`config.mk`:
```
export PLATFORM = sky130hd
export DESIGN_NAME = vga_out_dither
export DESIGN_NICKNAME = d
export VERILOG_FILES = /design/src/rtl/vga_out_dither.sv
export SDC_FILE = /design/constraint.sdc
export NUM_CORES = 1
export LEC_CHECK = 0
export CELL_PAD_IN_SITES_DETAIL_PLACEMENT = 1
export CELL_PAD_IN_SITES_GLOBAL_PLACEMENT = 1
export CORE_MARGIN = 2
export CORE_UTILIZATION = 29
export CTS_CLUSTER_DIAMETER = 150
export DETAILED_ROUTE_END_ITERATION = 10
export PLACE_DENSITY_LB_ADDON = 0.1
export RECOVER_POWER = 25
export SLEW_MARGIN = 10
export SYNTH_ARGS = -nofsm -noshare
export SYNTH_HDL_FRONTEND = slang
export SYNTH_SLANG_ARGS = --single-unit
export TNS_END_PERCENT = 5
```
`constraint.sdc`:
```
create_clock -name clk -period 3.2 [get_ports clk]
set_clock_uncertainty 0.1 [all_clocks]
set_input_delay 0.64 -clock clk [delete_from_list [all_inputs] [get_ports clk]]
set_output_delay 0.64 -clock clk [all_outputs]
set_load 0.03 [all_outputs]
```
`src/rtl/vga_out_dither.sv`:
```
// vga_out_dither: two-stage output pipe, 2x2 Bayer dither of 2-bit RGB channels to 1 bit.
// Optional macro TEMPORAL_DITHER_EN rotates the Bayer index by a per-frame phase.
`default_nettype none

module vga_out_dither (
  input  logic       clk,
  input  logic       reset_n,
  input  logic       dither_en,
  input  logic       i_hsync_n,
  input  logic       i_vsync_n,
  input  logic [5:0] i_rgb,
  input  logic [9:0] i_hpos,
  input  logic [9:0] i_vpos,
  output logic       hsync_n,
  output logic       vsync_n,
  output logic [2:0] rgb,
  output logic [1:0] o_frame
);

  logic [5:0] s1_rgb;
  logic       s1_x;
  logic       s1_y;
  logic       s1_hsync_n;
  logic       s1_vsync_n;
  logic       s1_dither_en;
  logic [1:0] frame;
  logic [1:0] bayer_idx;
  logic [1:0] eff_idx;
  logic [2:0] rgb_next;
  logic       unused_pos;

  assign unused_pos = &{1'b0, i_hpos[9:1], i_vpos[9:1]};

  always_ff @(posedge clk or negedge reset_n) begin
    if (!reset_n) begin
      s1_rgb       <= 6'd0;
      s1_x         <= 1'b0;
      s1_y         <= 1'b0;
      s1_hsync_n   <= 1'b1;
      s1_vsync_n   <= 1'b1;
      s1_dither_en <= 1'b0;
    end else begin
      s1_rgb       <= i_rgb;
      s1_x         <= i_hpos[0];
      s1_y         <= i_vpos[0];
      s1_hsync_n   <= i_hsync_n;
      s1_vsync_n   <= i_vsync_n;
      s1_dither_en <= dither_en;
    end
  end

`ifdef TEMPORAL_DITHER_EN
  logic vsync_prev;

  // Count start-of-vsync events seen at stage 1; a held-low vsync counts once.
  always_ff @(posedge clk or negedge reset_n) begin
    if (!reset_n) begin
      vsync_prev <= 1'b1;
      frame      <= 2'd0;
    end else begin
      vsync_prev <= s1_vsync_n;
      if (vsync_prev && !s1_vsync_n) begin
        frame <= frame + 2'd1;
      end
    end
  end
`else
  assign frame = 2'b00;
`endif

  assign o_frame = frame;

  always_comb begin
    bayer_idx = 2'd0;
    case ({s1_y, s1_x})
      2'b00:   bayer_idx = 2'd0;
      2'b01:   bayer_idx = 2'd2;
      2'b10:   bayer_idx = 2'd3;
      default: bayer_idx = 2'd1;
    endcase
  end

  assign eff_idx = bayer_idx + frame;

  for (genvar ch = 0; ch < 3; ch++) begin : g_chan
    logic [1:0] c;
    logic [2:0] thresh;

    assign c = s1_rgb[2*ch +: 2];

    always_comb begin
      thresh = 3'd0;
      case (c)
        2'd0:    thresh = 3'd0;
        2'd1:    thresh = 3'd1;
        2'd2:    thresh = 3'd3;
        default: thresh = 3'd4;
      endcase
    end

    assign rgb_next[ch] = s1_dither_en ? ({1'b0, eff_idx} < thresh) : c[1];
  end

  always_ff @(posedge clk or negedge reset_n) begin
    if (!reset_n) begin
      rgb     <= 3'd0;
      hsync_n <= 1'b1;
      vsync_n <= 1'b1;
    end else begin
      rgb     <= rgb_next;
      hsync_n <= s1_hsync_n;
      vsync_n <= s1_vsync_n;
    end
  end

endmodule

`default_nettype wire

```
======== Yosys cells after proc, flatten, opt, wreduce, memory -nomap -nowiden ========
Index checks and enable logic that the tools add are counted.
operators by class
  order comparisons ....................... 3
  eq/ne operators ......................... 8
  mux-type cells .......................... 7
  reductions and logical operators ........ 4
operator list
  cell                                                                    count
  3-bit one-hot mux with 3 select lines                                   3
  2-bit by 3-bit less-than comparator with 1-bit output                   3
  2-bit by 1-bit equality test with 1-bit output (second input constant)  4
  2-bit equality test (second input constant)                             4
  2-bit zero test                                                         4
  2-bit one-hot mux with 3 select lines                                   1
  1-bit 2-to-1 mux                                                        3
word-level totals
  bits in registers ....................... 16
  bits of input ports ..................... 31
  output and inout bits ................... 7

======== Logic depth before layout (Yosys ltp) ========
  depth in word-level cells ............... 4
  gate-level depth with buffers ........... 7

======== Worst setup path before layout ========
Ideal clock, no wire load.
  path type ............................... register to register
  from .................................... register s1_y
  to ...................................... register rgb[0]
  data arrival time ....................... 1.193 ns
  slack ................................... 1.780 ns
  stages on the path, launching flop included .. 7
  path buffers ............................ 0
  cells stage by stage .................... dfrtp_1 > ha_1 > inv_1 > ha_1 > o31ai_1 > a21oi_1 > a21oi_1
on the way
  cells in the longest elaborated chain, start to end .. 4
  elaborated cells between the ends (all ways) .. 6
ends and longest elaborated chain
  element                                                    RTL line  RTL
  from (decl)                                                22        logic s1_y;
  from (signal assigned)                                     45        s1_y <= i_vpos[0];
  2-bit equality test, or another cell as far along          75        case ({s1_y, s1_x})
  2-bit one-hot mux with 3 select lines (*)                  75
  2-bit by 3-bit less-than comparator with 1-bit output (*)  101       assign rgb_next[ch] = s1_dither_en ? ({1'b0, eff_idx} < thresh) : c[1];
  1-bit 2-to-1 mux (*)                                       101
  via rgb_next[0]                                            29        logic [2:0] rgb_next;
  to (signal assigned)                                       110       rgb <= rgb_next;
  to (decl)                                                  16        output logic [2:0] rgb,
Mark *: on every way through the listed nets, which the timed path passes. The rest lies on a longest branch.

======== Worst setup path in the final report ========
  from .................................... register hsync_n
  to ...................................... output port hsync_n
RTL lines
  element                 RTL line  RTL
  from (decl)             14        output logic hsync_n,
  from (signal assigned)  111       hsync_n <= s1_hsync_n;
No word-level cell between the ends.

==> summary.txt <==
Drt
  – DR WL/cell: about 9.3 um
  – Vias: between 400 and 500
  – Drt initial violations: 1
  – WL final: between 900 and 1000 um
  – Drt pass-1 iters: 2
  – DR vias/cell: 4.03
  – DRC violations left: 0
  – Routed Antenna Nets: 0

Timing
  – Worst slew margin: 0.544
  – Final Critical Period: between 2 and 2.5 ns
  – RSZ-0062 raised after global routing: no
  – Final setup violation count: 0
  – Max-slew violations: 0
  – Worst-Margin Slew: around 0.68 ns
  – Final hold violation count: 0
  – Tcrit/Tclk final: 0.688
  – Fin Setup TNS: 0 ns
  – Achievable Freq: approximately 450 MHz

Synthesis
  – #FFs+latches synth: 16
  – Syn. warnings: 0
  – Cell Area, Synth: roughly 670 um2
  – Share of the yosys chip area belonging to registers: 0.608
  – Area leader, netlist: dfrtp_1
  – Syn avg cell area: ~13 um2
  – Synth Instances: 53
  – Yosys cell types: 9
  – Top cell type's share of synthesized area: 0.450
  – Synth area leaders: dfrtp_1 (45%), ha_1 (21%), dfstp_2 (16%), inv_1 (6.2%), a21oi_1 (4.5%)

Clock tree
  – Worst-case clock buffer depth: 2
  – Hold_buf cts: 0
  – Later-pin clock latency in the skew report: between 0.2 and 0.3 ns
  – CTS Buf Count: 3
  – TritonCTS clock tree: built
  – CTS Sinks: 16
  – Resized cells post-CTS: 0
  – Post-CTS setup buffers: 0
  – CTS clk-pin slew, worst paths: around 0.09 ns
  – Root Buffer: clkbuf_4
  – Htree depth: 1

Floorplanning
  – # IOs: 38
  – Die width: about 52 um
  – CORE AREA: 2190 um2
  – Full die area: between 2000 and 3000 um2
  – Die Y-Extent: 52.0 um
  – Initial Utilization: 0.304
  – Num rows: 17

Setup path
  – Crit start category: flip-flop
  – Buf/Inv on CP: 1
  – CP Cell Sequence: clkdlybuf4s50_1
  – Critical Path Stages: 1
  – Worst reg2reg setup slack: about 1.7 ns
  – CP peak stage delay: 0.66 ns
  – FF-to-FF Start: s1_x$_DFF_PN0_
  – Data arrival, critical path: roughly 1.5 ns
  – CP endpoint: hsync_n
  – Reg2Reg Capture Point: rgb[0]$_DFF_PN0_
  – Reg2reg path depth: 7
  – Crit path from: hsync_n$_DFF_PN1_
  – CP Data Required Time: roughly 2.5 ns
  – Cell family with most CP delay: buffers and inverters
  – Worst setup EP type: output pin
  – CP max stage cell: clkdlybuf4s50_1
  – Crit Path Class: reg -> out
  – Crit-path max FO: 1

Global route
  – Initial antenna violation count: 0
  – Largest net degree at the start of global routing: 17
  – Overall routing resource usage: 0.0962
  – First-pass GRT wire length: ~1800 um
  – Grt ovf: 0
  – Vias in the first global route: 420

Finish
  – Layout cells sized above 1: 0.110
  – Diodes inserted: 0
  – Multi-input gate area: around 210 um2
  – Filler cells: 245
  – Syn-to-layout area delta: 34.5%
  – Fin cells: about 100
  – Nets@finish: between 100 and 150
  – Register area: slightly above 400 um2

Pwr
  – Lkg Pwr: roughly 0.43 nW
  – VDD IR max: around 0.00023 V
  – Total power: between 0.0004 and 0.0005 W
  – PwrDens: 469 nW/um2

Placed design
  – Post-DP HPWL: 788 um
  – DP Cell Count: 97
  – Placer Congestion: 0.673
  – I/O Buffers: 17

Status
  – Status: finished clean

Run
  – Max-Cap Viols: 0

Min path
  – Hold crit path type: reg -> reg
==> cell usage in the layout (no fill, tap or decap) <==
cell	instances
clkbuf_8	1
dfrtp_1	12
o31ai_1	3
dfstp_2	4
a21oi_1	6
nor2_1	3
clkbuf_4	3
conb_1	2
clkdlybuf4s50_1	10
ha_1	11
dlygate4sd3_1	7
inv_1	11
==> metal layers <==
metal  wire length (um)  global-route usage  part of all wire  vias to the layer above
met5                  0                   0                 0                        -
met4                 23              0.0789             0.025                        0
met3                 45              0.0345             0.048                        2
met2                464               0.150              0.49                       10
met1                404               0.103              0.43                      191
li1                   -                   -                 -                      204
==> flip-flops by register name (all words and copies together) (netlist names) <==
| register | cells |
|---|---|
| s1_rgb | 6 |
| rgb | 3 |
| hsync_n | 1 |
| s1_dither_en | 1 |
| s1_hsync_n | 1 |
| s1_vsync_n | 1 |
| s1_x | 1 |
| s1_y | 1 |
| vsync_n | 1 |
==> cell usage after synthesis (all sizes together) <==
master  number
buf          2
dfstp        4
conb         1
nor2         3
inv         11
o31ai        3
ha          11
dfrtp       12
a21oi        6
==> final cells by class <==
class	instances	area share
multi-input cells	25	0.233
flip-flops and latches	16	0.452
well taps	28	0.0391
inverters	11	0.0460
clock buffers	4	0.0404
repair buffers	17	0.190
==> cell families after synthesis <==
group | after synthesis | synth area share
DFF | 16 | 0.608
buffers and inverters | 13 | 0.0844
adders and majority gates | 11 | 0.206
AOI/OAI and AO/OA | 9 | 0.0788
and+or+nand+nor | 3 | 0.0169
other | 1 | 0.00562
==> how the worst min path moves through the flow <==
stage / startpoint / endpoint / slack (ns) / depth (start not counted)
final: s1_vsync_n$_DFF_PN1_ / vsync_n$_DFF_PN1_ / 0.26 / 0
after global routing: s1_hsync_n$_DFF_PN1_ / hsync_n$_DFF_PN1_ / 0.27 / 0
after CTS: s1_hsync_n$_DFF_PN1_ / hsync_n$_DFF_PN1_ / 0.26 / 0
after detailed placement: s1_vsync_n$_DFF_PN1_ / vsync_n$_DFF_PN1_ / 0.25 / 0
after global placement: s1_vsync_n$_DFF_PN1_ / vsync_n$_DFF_PN1_ / 0.25 / 0
after floorplan: reset_n / rgb[0]$_DFF_PN0_ / 0.24 / 0
==> per-stage QoR <==
step                hold slack [ns]   util  setup slack (ns)  area (um2)
finish                        0.262  0.409             0.997         897
global route                  0.266  0.409             0.942         897
CTS                           0.264  0.409             0.975         897
detailed placement            0.248  0.393              1.31         861
global placement              0.246  0.393              1.31         861
floorplan                     0.244      -              1.78         671
==> power breakdown <==
| group | internal, W | leakage (nW) | switching (W) | total [W] |
|---|---|---|---|---|
| Sequential | 0.000217 | 0.181 | 0.00000627 | 0.000223 |
| Combinational | 0.0000327 | 0.227 | 0.0000353 | 0.0000680 |
| Clock | 0.0000693 | 0.0210 | 0.0000610 | 0.000130 |
Note: power is estimated with default switching activity, not from simulation.
